==> src/rtl/mailbox.sv <==
// -----------------------------------------------------------------------------
// mailbox
//
// Two-hart mailbox on a simple request/response bus. FIFO01 carries words from
// hart 0 to hart 1, FIFO10 carries words from hart 1 to hart 0. A status
// register, a 2-bit interrupt enable and a test-and-set semaphore complete the
// register map (word offsets, addr_i[9:2]):
//   0x00 TX01   write pushes FIFO01
//   0x04 RX01   read pops FIFO01
//   0x08 TX10   write pushes FIFO10
//   0x0C RX10   read pops FIFO10
//   0x10 STATUS read-only: [3:0] count01, [7:4] count10, [8] full01,
//               [9] empty01, [10] full10, [11] empty10
//   0x14 IRQ_EN read/write, bits [1:0]
//   0x18 SEMA   read returns the bit and sets it; write loads it
//
// Bus handshake: a request is accepted in every cycle in which req_i=1 (no
// stall path exists). Exactly one cycle later rvalid_o=1 together with
// rdata_o and err_o. When no response is due all three are 0.
//
// Ports
//   clk_i     single clock, rising edge
//   rst_i     synchronous active-high reset
//   req_i     request (always granted)
//   we_i      1 = write, 0 = read
//   be_i      byte enables (only be_i[0] matters, for IRQ_EN and SEMA writes)
//   addr_i    byte address, only [9:2] decoded
//   wdata_i   write data
//   rvalid_o  response valid
//   rdata_o   read data
//   err_o     error response
//   irq_o     level interrupts: [0] -> hart 0, [1] -> hart 1
//
// Depth must be 2, 4 or 8; DataWidth must be at least 12 so STATUS fits.
// -----------------------------------------------------------------------------
module mailbox #(
  parameter int Depth     = 4,
  parameter int DataWidth = 32
) (
  input  logic                 clk_i,
  input  logic                 rst_i,
  input  logic                 req_i,
  input  logic                 we_i,
  input  logic [3:0]           be_i,
  input  logic [31:0]          addr_i,
  input  logic [DataWidth-1:0] wdata_i,
  output logic                 rvalid_o,
  output logic [DataWidth-1:0] rdata_o,
  output logic                 err_o,
  output logic [1:0]           irq_o
);

  localparam int PtrW = $clog2(Depth);
  localparam int CntW = PtrW + 1;

  // Word offsets (addr_i[9:2])
  localparam logic [7:0] OFF_TX01   = 8'h00;
  localparam logic [7:0] OFF_RX01   = 8'h01;
  localparam logic [7:0] OFF_TX10   = 8'h02;
  localparam logic [7:0] OFF_RX10   = 8'h03;
  localparam logic [7:0] OFF_STATUS = 8'h04;
  localparam logic [7:0] OFF_IRQ_EN = 8'h05;
  localparam logic [7:0] OFF_SEMA   = 8'h06;

  // ---------------------------------------------------------------------------
  // State
  // ---------------------------------------------------------------------------
  logic [DataWidth-1:0] r_mem01 [Depth];
  logic [DataWidth-1:0] r_mem10 [Depth];
  logic [PtrW-1:0]      r_wptr01;
  logic [PtrW-1:0]      r_rptr01;
  logic [CntW-1:0]      r_cnt01;
  logic [PtrW-1:0]      r_wptr10;
  logic [PtrW-1:0]      r_rptr10;
  logic [CntW-1:0]      r_cnt10;
  logic [1:0]           r_irq_en;
  logic                 r_sema;

  logic                 r_rvalid;
  logic [DataWidth-1:0] r_rdata;
  logic                 r_err;

  // ---------------------------------------------------------------------------
  // Decode
  // ---------------------------------------------------------------------------
  logic [7:0]  w_off;
  logic        w_full01;
  logic        w_empty01;
  logic        w_full10;
  logic        w_empty10;
  logic        w_push01;
  logic        w_pop01;
  logic        w_push10;
  logic        w_pop10;
  logic        w_irq_en_wr;
  logic        w_sema_wr;
  logic        w_sema_rd;
  logic [31:0] w_status;

  assign w_off = addr_i[9:2];

  assign w_full01  = (r_cnt01 == CntW'(Depth));
  assign w_empty01 = (r_cnt01 == '0);
  assign w_full10  = (r_cnt10 == CntW'(Depth));
  assign w_empty10 = (r_cnt10 == '0);

  // Push/pop fire only when they can succeed; a refused push or pop leaves
  // the FIFO untouched and is reported through err_o instead.
  assign w_push01 = req_i && we_i  && (w_off == OFF_TX01) && !w_full01;
  assign w_pop01  = req_i && !we_i && (w_off == OFF_RX01) && !w_empty01;
  assign w_push10 = req_i && we_i  && (w_off == OFF_TX10) && !w_full10;
  assign w_pop10  = req_i && !we_i && (w_off == OFF_RX10) && !w_empty10;

  assign w_irq_en_wr = req_i && we_i  && (w_off == OFF_IRQ_EN) && be_i[0];
  assign w_sema_wr   = req_i && we_i  && (w_off == OFF_SEMA)   && be_i[0];
  assign w_sema_rd   = req_i && !we_i && (w_off == OFF_SEMA);

  always_comb begin
    w_status        = 32'd0;
    w_status[3:0]   = 4'(r_cnt01);
    w_status[7:4]   = 4'(r_cnt10);
    w_status[8]     = w_full01;
    w_status[9]     = w_empty01;
    w_status[10]    = w_full10;
    w_status[11]    = w_empty10;
  end

  // Address bits outside the 1 kB word window and the upper byte enables have
  // no function in this block.
  logic w_unused;
  assign w_unused = ^{addr_i[31:10], addr_i[1:0], be_i[3:1]};

  // ---------------------------------------------------------------------------
  // Pointer increment with explicit wrap from Depth-1 back to 0
  // ---------------------------------------------------------------------------
  function automatic logic [PtrW-1:0] ptr_inc(input logic [PtrW-1:0] p);
    if (p == PtrW'(Depth - 1)) begin
      return '0;
    end
    return p + PtrW'(1);
  endfunction

  // ---------------------------------------------------------------------------
  // FIFO storage (not reset; pointers and counts define what is valid)
  // ---------------------------------------------------------------------------
  always_ff @(posedge clk_i) begin
    if (w_push01) begin
      r_mem01[r_wptr01] <= wdata_i;
    end
    if (w_push10) begin
      r_mem10[r_wptr10] <= wdata_i;
    end
  end

  // ---------------------------------------------------------------------------
  // FIFO pointers and counts. Only one request per cycle exists, so a FIFO
  // never sees a push and a pop in the same cycle.
  // ---------------------------------------------------------------------------
  always_ff @(posedge clk_i) begin
    if (rst_i) begin
      r_wptr01 <= '0;
      r_rptr01 <= '0;
      r_cnt01  <= '0;
      r_wptr10 <= '0;
      r_rptr10 <= '0;
      r_cnt10  <= '0;
    end else begin
      if (w_push01) begin
        r_wptr01 <= ptr_inc(r_wptr01);
        r_cnt01  <= r_cnt01 + CntW'(1);
      end
      if (w_pop01) begin
        r_rptr01 <= ptr_inc(r_rptr01);
        r_cnt01  <= r_cnt01 - CntW'(1);
      end
      if (w_push10) begin
        r_wptr10 <= ptr_inc(r_wptr10);
        r_cnt10  <= r_cnt10 + CntW'(1);
      end
      if (w_pop10) begin
        r_rptr10 <= ptr_inc(r_rptr10);
        r_cnt10  <= r_cnt10 - CntW'(1);
      end
    end
  end

  // ---------------------------------------------------------------------------
  // IRQ enable and semaphore
  // ---------------------------------------------------------------------------
  always_ff @(posedge clk_i) begin
    if (rst_i) begin
      r_irq_en <= 2'b00;
      r_sema   <= 1'b0;
    end else begin
      if (w_irq_en_wr) begin
        r_irq_en <= wdata_i[1:0];
      end
      // Test-and-set: the read response carries the old value (captured in
      // the response mux below) while the bit becomes 1 at this edge.
      if (w_sema_rd) begin
        r_sema <= 1'b1;
      end else if (w_sema_wr) begin
        r_sema <= wdata_i[0];
      end
    end
  end

  // ---------------------------------------------------------------------------
  // Response generation. Everything is computed from state as it stands
  // before this cycle's edge, so STATUS reflects all earlier accesses.
  // ---------------------------------------------------------------------------
  logic [DataWidth-1:0] w_rsp_data;
  logic                 w_rsp_err;

  always_comb begin
    w_rsp_data = '0;
    w_rsp_err  = 1'b0;
    if (req_i) begin
      case (w_off)
        OFF_TX01: begin
          if (we_i && w_full01) w_rsp_err = 1'b1;
        end
        OFF_RX01: begin
          if (!we_i) begin
            if (w_empty01) w_rsp_err  = 1'b1;
            else           w_rsp_data = r_mem01[r_rptr01];
          end
        end
        OFF_TX10: begin
          if (we_i && w_full10) w_rsp_err = 1'b1;
        end
        OFF_RX10: begin
          if (!we_i) begin
            if (w_empty10) w_rsp_err  = 1'b1;
            else           w_rsp_data = r_mem10[r_rptr10];
          end
        end
        OFF_STATUS: begin
          if (!we_i) w_rsp_data = DataWidth'(w_status);
        end
        OFF_IRQ_EN: begin
          if (!we_i) w_rsp_data = DataWidth'({30'd0, r_irq_en});
        end
        OFF_SEMA: begin
          if (!we_i) w_rsp_data = DataWidth'({31'd0, r_sema});
        end
        default: begin
          w_rsp_err = 1'b1;
        end
      endcase
    end
  end

  always_ff @(posedge clk_i) begin
    if (rst_i) begin
      r_rvalid <= 1'b0;
      r_rdata  <= '0;
      r_err    <= 1'b0;
    end else begin
      r_rvalid <= req_i;
      r_rdata  <= w_rsp_data;
      r_err    <= w_rsp_err;
    end
  end

  // ---------------------------------------------------------------------------
  // Outputs. Gating with rst_i squashes the response to a request accepted in
  // the cycle just before reset, and holds irq_o low for the whole reset.
  // ---------------------------------------------------------------------------
  assign rvalid_o = r_rvalid && !rst_i;
  assign rdata_o  = rst_i ? '0 : r_rdata;
  assign err_o    = r_err && !rst_i;

  assign irq_o[0] = !rst_i && r_irq_en[0] && !w_empty10;
  assign irq_o[1] = !rst_i && r_irq_en[1] && !w_empty01;

endmodule

==> config.mk <==
export PLATFORM = sky130hd
export DESIGN_NAME = mailbox
export DESIGN_NICKNAME = d
export VERILOG_FILES = /design/src/rtl/mailbox.sv
export SDC_FILE = /design/constraint.sdc
export NUM_CORES = 1
export LEC_CHECK = 0
export CAP_MARGIN = 5
export CORE_UTILIZATION = 39
export DETAILED_ROUTE_END_ITERATION = 6
export PLACE_DENSITY = 0.54
export SETUP_SLACK_MARGIN = 0.1
export SYNTH_ARGS = -nofsm -noshare
export SYNTH_HDL_FRONTEND = slang
export SYNTH_SLANG_ARGS = --single-unit
==> constraint.sdc <==
create_clock -name clk_i -period 3.4 [get_ports clk_i]
set_clock_uncertainty 0.15 [all_clocks]
set_input_delay 0.51 -clock clk_i [delete_from_list [all_inputs] [get_ports clk_i]]
set_output_delay 0.51 -clock clk_i [all_outputs]
set_load 0.02 [all_outputs]
==> out/metrics.csv, run 1 <==
metric;value;unit
insertedDiodeCount;0;
critPathRequiredTime;2.74;ns
r2r_slack;1.21;ns
p_leak;4.57;nW
ys.warnings.count;0;
hold_buffers;0;
drive_gt1_share;19.6;%
core-area;30600;sq um
via_per_inst;5.36;
fin_crit;2.67;ns
clk_latency;0.50;ns
fmax;374;MHz
comb_power_share;2.1;%
startpoint_type;flip-flop;
crit_buf_inv;1;
power_frac_clock;44.9;%
dp_hpwl;15.3;mm
synth_most_common_cell;edfxtp_1;
grt_max_degree;38;
relSlewSlack;59.6;%
total_power;7.77;mW
final.fill_count;2584;
first_pass_iters;5;
slowest_stage;clkdlybuf4s50_1;
ys_ff_latch;311;
num_io_pins;108;
ant_nets;0;
cts_sinks;311;
yosysTopAreaCell;edfxtp_1;
hold_violations;0;
internal-power;6.26;mW
slew_violations;0;
synth_top_family_by_area;multiplexers;
synth_cells;673;
status;finished clean;
drv_cap;0;
path_cells;nor3_1 -> nor3b_1 -> clkdlybuf4s50_1;
synth-compound-area-share;3.83;%
hold_start;r_rptr10[1];
die_w;178;microns
vias;6427;
cp.arrival;2.01;ns
worst_slew_pin_slew;0.605;ns
switchingPower;1.51;mW
setup_viol;0;
synth-xor-area-share;0;%
port_buffers;80;
syn2layout_area_growth;21.0;%
critPathCaptureType;output port;
dieArea;31800;sq um
swShare;19.4;%
min_path_cells;2;
cts_made_buffers;34;
cts.clk_slew.worst_paths;0.06;ns
regToRegEndpoint;r_rdata[26];
fin_crit_sh;78.6;%
hold_path.class;reg -> reg;
synth_flop_cell;edfxtp_1;
synthTopCellsByCount;edfxtp_1, mux4_2, dfxtp_1;
cts_tree;yes;
drc;0;
rsz0062_at_grt;no;
critPathMaxFanout;9;
path_delay_family;buffers and inverters;
slowest_delay;0.64;ns
yosys.cell_types.count;53;
vdd_drop_max;0.254;mV
cts_max_level;2;
cts_resized;0;
root_buffer;clkbuf_16;
grt.total_usage;17.7;%
wl_per_cell;22.5;microns
nNetsFinal;862;
p_per_area;530;nW/um^2
timing_worst_setup_path_type;reg -> out;
grt_overflow;0;
synth.avg_cell_area;18.0;sq um
synthTopCellsByArea;edfxtp_1, mux4_2, dfxtp_1;
grt_pass1_vias;6790;
drt_iter0_markers;474;
fin_util;47.9;%
fp-row-count;64;
design_area;14700;sq um
place.gp.congestion;0.796;
setup_tns;0;ns
die_h;178;microns
drt_wl_total;27.0;mm
synth_nets;757;
ctsLongestPathBuffers;3;
netlist_area;12100;sq um
place_area;13600;sq um
grt_antenna_before_repair;1;
grt_pass1_wl;40.8;mm
seqPwrFrac;53.0;%
cts_setup_buffers;0;
muxShareOfSynthArea;12.6;%
synthArstFlopShare;0;%
synth_top_area_share;63.4;%
synthSimpleGateAreaFrac;7.76;%
synth-edff-count;256;
whs_endpoint;r_rptr10[1];
synth_fa_ha_area_share;1.36;%
yosysSeqAreaShare;72.5;%
start_util;39.6;%
rr_worst_depth;4;
## how the worst max path moves through the flow
stage	startpoint	to	slack [ns]	cells past startpoint
final	r_cnt01[2]	irq_o[1]	0.73	3
after global routing	r_cnt01[2]	irq_o[1]	0.63	3
after CTS	r_cnt01[2]	irq_o[1]	0.69	3
after detailed placement	addr_i[9]	r_mem01[2][14]	0.39	5
after global placement	addr_i[5]	r_mem10[3][14]	0.42	5
after floorplan	addr_i[4]	r_mem01[0][0]	0.52	5
## layout make-up
type	instances	area, sq um	area share, %
multi-input cells	311	3100	21.1
flip-flops and latches	311	8790	60.0
clock inverters	13	91.3	0.623
well taps	396	495	3.38
repair buffers	110	1170	7.99
inverters	10	37.5	0.256
clock buffers	48	975	6.65
## per-layer routing
layer	vias to the layer above	part of all wire (%)	track usage [%]
met4	2	3.0	6.39
met5	-	0.052	0
li1	2891	-	-
met3	52	4.0	3.26
met2	147	50	29.6
met1	3335	43	23.2
## per-stage QoR
stage | hold WS [ns] | cells | setup slack (ns)
final | 0.339 | 1199 | 0.728
after global routing | 0.358 | 1199 | 0.627
after CTS | 0.333 | 1199 | 0.688
after detailed placement | 0.327 | 1138 | 0.387
after global placement | 0.313 | 1138 | 0.419
after floorplan | 0.304 | 673 | 0.517
## kinds of logic (layout without fill, tap and decap cells)
logic type                 after synthesis  count (layout)
and+or+nand+nor                        158             158
DFF                                    311             311
buffers and inverters                   51             181
adders and majority gates               12              12
AOI/OAI and AO/OA                       69              69
muxes                                   72              72
## state kept, by name (all words and copies together), names as in the netlist, 2 cells and up, named ones only
signal,count
r_mem01,128
r_mem10,128
r_rdata,32
r_cnt01,3
r_cnt10,3
r_irq_en,2
r_rptr01,2
r_rptr10,2
r_wptr01,2
r_wptr10,2
## cell usage in the layout (no fill, tap or decap), types with 9 or more instances in the layout
cell,netlist,routed
nor3b_1,9,9
edfxtp_1,256,256
nor2_1,36,36
buf_12,0,12
a22oi_1,27,27
a21oi_1,17,17
o21ai_0,12,12
buf_4,1,18
nor2b_1,38,38
mux4_2,64,64
nand2_1,14,14
clkbuf_16,0,35
and3_1,10,10
ha_1,10,10
inv_1,10,10
nand3_1,9,9
dfxtp_1,55,53
clkdlybuf4s50_1,0,79
## tightest hold or removal path: stages (launching register included)
cell	delay [ns]
dfxtp_1	0.31
nand2_1	0.05
a21oi_1	0.07
## power by group through the flow
| stage | Clock (mW) | Sequential [mW] | Combinational, mW |
|---|---|---|---|
| after floorplan | 0 | 4.20 | 0.0442 |
| after global placement | 0 | 4.20 | 0.157 |
| after global routing | 3.73 | 4.12 | 0.178 |
| final | 3.49 | 4.12 | 0.164 |
| after detailed placement | 0 | 4.20 | 0.164 |
| after CTS | 3.57 | 4.12 | 0.165 |
(Power assumes the default switching activity.)
==> inputs of run 2 (changes only) <==
--- a/config.mk
+++ b/config.mk
@@ -8,7 +8,7 @@
 export CAP_MARGIN = 5
 export CORE_UTILIZATION = 39
 export DETAILED_ROUTE_END_ITERATION = 6
-export PLACE_DENSITY = 0.54
+export PLACE_DENSITY = 0.56
 export SETUP_SLACK_MARGIN = 0.1
 export SYNTH_ARGS = -nofsm -noshare
 export SYNTH_HDL_FRONTEND = slang
==> constraint.sdc (replaced) <==
create_clock -name clk_i -period 2.4 [get_ports clk_i]
set_clock_uncertainty 0.15 [all_clocks]
set_input_delay 0.36 -clock clk_i [delete_from_list [all_inputs] [get_ports clk_i]]
set_output_delay 0.36 -clock clk_i [all_outputs]
set_load 0.02 [all_outputs]
==> run 2 against run 1 <==
Cell area is 2.7% higher. Global-route usage is 0.30 points lower. Die area stayed put. Final cell count is 2.7% higher. Largest cell class unchanged.
==> out/metrics.csv, run 2 (synthesis results as in run 1) <==
metric;value;unit
cp.arrival;1.72;ns
grt_pass1_wl;40.9;mm
drt_wl_total;27.0;mm
vdd_drop_max;0.518;mV
status;finished clean;
die_w;178;microns
relSlewSlack;65.8;%
drv_cap;0;
hold_path.class;in -> reg;
grt_overflow;0;
fin_util;49.2;%
ant_nets;0;
rsz0062_at_grt;yes;
insertedDiodeCount;0;
p_leak;4.75;nW
hold_start;rst_i;
r2r_slack;0.30;ns
multiInputGateArea;3150;sq um
min_path_cells;2;
critPathMaxFanout;7;
cts_max_level;1;
rr_worst_depth;5;
post-place-cells;1175;
drive_gt1_share;24.4;%
hold_violations;0;
regArea;8790;sq um
ctsLongestPathBuffers;3;
regToRegEndpoint;r_rdata[10];
cts_tree;yes;
cts_resized;2;
dieArea;31800;sq um
root_buffer;clkbuf_16;
layout_common_cells;edfxtp_1, clkdlybuf4s50_1, mux4_2, dfxtp_1, buf_4;
cts_sinks;311;
worst_slew_pin_slew;0.512;ns
cts.clk_slew.worst_paths;0.06;ns
first_pass_iters;4;
fin_crit_sh;92.8;%
holdWs;0.115;ns
fp-row-count;64;
num_io_pins;108;
grt_antenna_before_repair;0;
place.gp.congestion;0.857;
die_h;178;microns
fmax;449;MHz
total_power;11.0;mW
dp_hpwl;16.9;mm
cts_setup_buffers;0;
clk_latency;0.56;ns
reg_top3;r_mem01 x128, r_mem10 x128, r_rdata x32;
startpoint_type;flip-flop;
cts_made_buffers;31;
port_buffers;80;
worst_r2r_startpoint;r_cnt01[2];
wl_per_cell;22.0;microns
timing_worst_setup_path_type;reg -> out;
layout.cells.most_common;edfxtp_1;
critPathRequiredTime;1.89;ns
hold_buffers;0;
drc;0;
nNetsFinal;896;
grt_max_degree;33;
stdcell_count;1231;
slew_violations;0;
p_per_area;729;nW/um^2
grt.total_usage;17.4;%
core-area;30600;sq um
grt_pass1_vias;6861;
final.fill_count;2541;
critPathCaptureType;output port;
setup_viol;0;
start_util;39.6;%
fin_crit;2.23;ns
syn2layout_area_growth;24.3;%
vias;6551;
drt_iter0_markers;544;
via_per_inst;5.32;
==> run 2: area by class of cell <==
| class | count | share of cell area (%) |
|---|---|---|
| tap | 396 | 3.29 |
| multi-input combinational | 311 | 20.9 |
| inverter | 10 | 0.249 |
| timing repair buffer | 147 | 10.3 |
| clock inverter | 19 | 1.57 |
| sequential | 311 | 58.4 |
| clock buffer | 37 | 5.30 |
==> run 2: worst max path at each step <==
stage                           from  slack [ns]              to
after global placement     addr_i[4]       -0.24      r_cnt10[2]
after CTS                 r_cnt10[2]        0.05        irq_o[0]
after global routing      r_cnt10[2]        0.10        irq_o[0]
final                     r_cnt10[2]        0.17        irq_o[0]
after floorplan            addr_i[7]        0.12      r_cnt01[1]
after detailed placement   addr_i[4]       -0.24  r_mem10[3][28]
==> run 2: stage by stage <==
step	setup slack, ns	setup TNS [ns]	area [sq um]
2_1_floorplan	0.116	0	12200
3_3_place_gp	-0.239	-54.26	14000
3_5_place_dp	-0.238	-56.40	14000
4_1_cts	0.0459	0	15000
5_1_grt	0.102	0	15100
6_report	0.174	0	15100
==> run 2: per-layer routing <==
layer  global-route usage [%]  up-vias  routed length, microns
met5                        0        -                       0
met2                     29.6      174                   13600
met3                     2.45       42                    1340
li1                         -     2960                       -
met1                     23.4     3375                   11500
met4                     5.05        0                     605
==> run 2: critical path, cell delays in order, from the launching register on <==
cell	delay (ns)
dfxtp_1	0.33
buf_4	0.17
nor3_4	0.06
nor3b_1	0.24
dlygate4sd2_1	0.37
==> run 2: report_power, final <==
part / total, mW / leakage [nW] / switching [mW] / internal [mW]
sequential: 5.83 / 2.75 / 0.000602 / 5.83
combinational: 0.262 / 1.51 / 0.150 / 0.112
clock: 4.88 / 0.489 / 1.97 / 2.91
total: 11.0 / 4.75 / 2.12 / 8.85
==> inputs of run 3 (changes only) <==
--- a/config.mk
+++ b/config.mk
@@ -5,9 +5,11 @@
 export SDC_FILE = /design/constraint.sdc
 export NUM_CORES = 1
 export LEC_CHECK = 0
+export ABC_AREA = 1
 export CAP_MARGIN = 5
 export CORE_UTILIZATION = 39
 export DETAILED_ROUTE_END_ITERATION = 6
+export GPL_ROUTABILITY_DRIVEN = 0
 export PLACE_DENSITY = 0.56
 export SETUP_SLACK_MARGIN = 0.1
 export SYNTH_ARGS = -nofsm -noshare
==> run 3 against run 2 <==
Routed wire length rose by 6.5%. Sequential share of layout area fell by 0.12 points. Power shrank 2.0%. Register-to-register slack gained 0.21 ns. Critical endpoint is now rdata_o[7]. Clock-buffer cell count rose by 11. Worst setup slack gained 0.045 ns. Cell area rose by 0.17%. Synthesized cell count increased by 57%. Global-route usage grew 0.79 points.
==> out/metrics.csv, run 3 <==
metric;value;unit
synthTopCellsByArea;edfxtp_1, dfxtp_1, nor2_1;
synthTopCellsByCount;edfxtp_1, nor2_1, o21ai_0;
port_buffers;80;
min_path_cells;3;
die_w;179;microns
drv_cap;0;
cts_sinks;311;
hold_buffers;0;
start_util;39.9;%
ys.warnings.count;0;
syn2layout_area_growth;23.0;%
yosys.cell_types.count;32;
drt_iter0_markers;640;
synth-edff-count;256;
r2r_slack;0.51;ns
vdd_drop_max;0.560;mV
cts.clk_slew.worst_paths;0.06;ns
regToRegEndpoint;r_mem01[2][24];
nNetsFinal;1266;
holdWs;0.137;ns
synth_most_common_cell;edfxtp_1;
synth.avg_cell_area;11.6;sq um
place_area;14100;sq um
swShare;19.7;%
fin_util;49.1;%
yosysTopAreaCell;edfxtp_1;
cts_setup_buffers;0;
worst_r2r_startpoint;r_cnt01[0];
vias;8123;
synth_cells;1058;
insertedDiodeCount;0;
cts_made_buffers;31;
first_pass_iters;7;
grt_antenna_before_repair;0;
hold_violations;0;
fin_crit;2.18;ns
via_per_inst;5.07;
p_per_area;713;nW/um^2
status;finished clean;
fmax;458;MHz
synthArstFlopShare;0;%
wl_per_cell;18.0;microns
worst_slew_pin_slew;0.444;ns
p_leak;5.15;nW
rr_worst_depth;6;
drive_gt1_share;12.1;%
synth_nets;1142;
grt_max_degree;41;
ctsLongestPathBuffers;3;
timing_worst_setup_path_type;reg -> out;
fin_crit_sh;90.9;%
drt_wl_total;28.8;mm
slew_violations;0;
critPathCaptureType;output port;
critPathRequiredTime;1.89;ns
ant_nets;0;
internal-power;8.64;mW
design_area;15100;sq um
startpoint_type;flip-flop;
seqPwrFrac;54.2;%
grt_pass1_wl;44.2;mm
rsz0062_at_grt;no;
fp-row-count;64;
setup_viol;0;
synth_top_area_share;62.7;%
cts_max_level;1;
switchingPower;2.12;mW
cp.arrival;1.67;ns
drc;0;
core-area;30700;sq um
total_power;10.8;mW
num_io_pins;108;
hold_start;rst_i;
relSlewSlack;70.3;%
clk_latency;0.58;ns
setup_tns;0;ns
synth_flop_cell;edfxtp_1;
dieArea;32200;sq um
hold_path.class;in -> reg;
ys_ff_latch;311;
dp_hpwl;17.2;mm
root_buffer;clkbuf_16;
grt_pass1_vias;7856;
reg_top3;r_mem01 x128, r_mem10 x128, r_rdata x32;
layout.cells.most_common;edfxtp_1;
cts_resized;2;
yosysSeqAreaShare;71.7;%
cts_tree;yes;
die_h;179;microns
grt_overflow;0;
comb_power_share;2.1;%
grt.total_usage;18.2;%
power_frac_clock;43.7;%
whs_endpoint;r_sema;
layout_common_cells;edfxtp_1, nor2_1, o21ai_0, nand2_1;
netlist_area;12300;sq um
critPathMaxFanout;1;
run 3: changes by cell type after synthesis, sizes merged, moves of 13 or more:
cell / previous run / this run
nand3: 9 / 22
clkbuf: 21 / 35
nor2b: 38 / 0
o22ai: 1 / 55
mux4: 64 / 0
a21oi: 17 / 41
nand2: 14 / 118
a22oi: 27 / 0
nor2: 37 / 201
inv: 10 / 85
o21ai: 12 / 144
run 3: power by group through the flow:
stage	Combinational (mW)	Sequential, mW	Clock [mW]
after floorplan	0.0457	5.95	0
after global placement	0.219	5.95	0
after detailed placement	0.223	5.95	0
after CTS	0.224	5.83	4.80
after global routing	0.241	5.83	5.00
final	0.221	5.83	4.70
run 3: worst max-delay path: stages, from the launching register on:
cell,delay (ns)
dfxtp_1,0.31
inv_1,0.06
nor2_1,0.11
clkdlybuf4s50_1,0.61
run 3: logic make-up (layout without fill, tap and decap cells):
group                      after synthesis  after routing  share of synthesized area, %
AOI/OAI and AO/OA                      249            249                          10.9
adders and majority gates               12             12                          1.35
buffers and inverters                  137            285                          4.43
DFF                                    311            311                          71.7
and+or+nand+nor                        349            349                          11.6
run 3: layer usage:
layer  share of wire [%]  vias to the layer above  track usage (%)
met4                 1.7                        0             4.94
met3                 4.7                       41             2.72
met1                  46                     3946             24.5
met5                   0                        -                0
met2                  48                      199             30.7
li1                    -                     3937                -
run 3: cell type report:
class                   count  area [sq um]
clock inverters             9          91.3
well taps                 396           495
fillers                  2773         15700
flip-flops and latches    311          8790
clock buffers              48           910
multi-input cells         610          2990
inverters                  85           319
repair buffers            143          1490
run 3: worst max-delay path by stage:
stage / endpoint / startpoint / cells after the start
6_report: rdata_o[7] / r_rdata[7] / 3
5_1_grt: rdata_o[7] / r_rdata[7] / 3
2_1_floorplan: r_mem01[3][0] / addr_i[9] / 5
3_5_place_dp: r_mem10[2][23] / addr_i[2] / 8
3_3_place_gp: r_cnt01[2] / addr_i[2] / 11
4_1_cts: irq_o[0] / r_cnt10[1] / 5
run 3: metrics by stage:
step	setup slack (ns)	std cells
finish	0.219	1602
CTS	0.126	1602
floorplan	-0.0602	1058
detailed placement	-0.0276	1545
global route	0.126	1602
global placement	-0.0425	1545
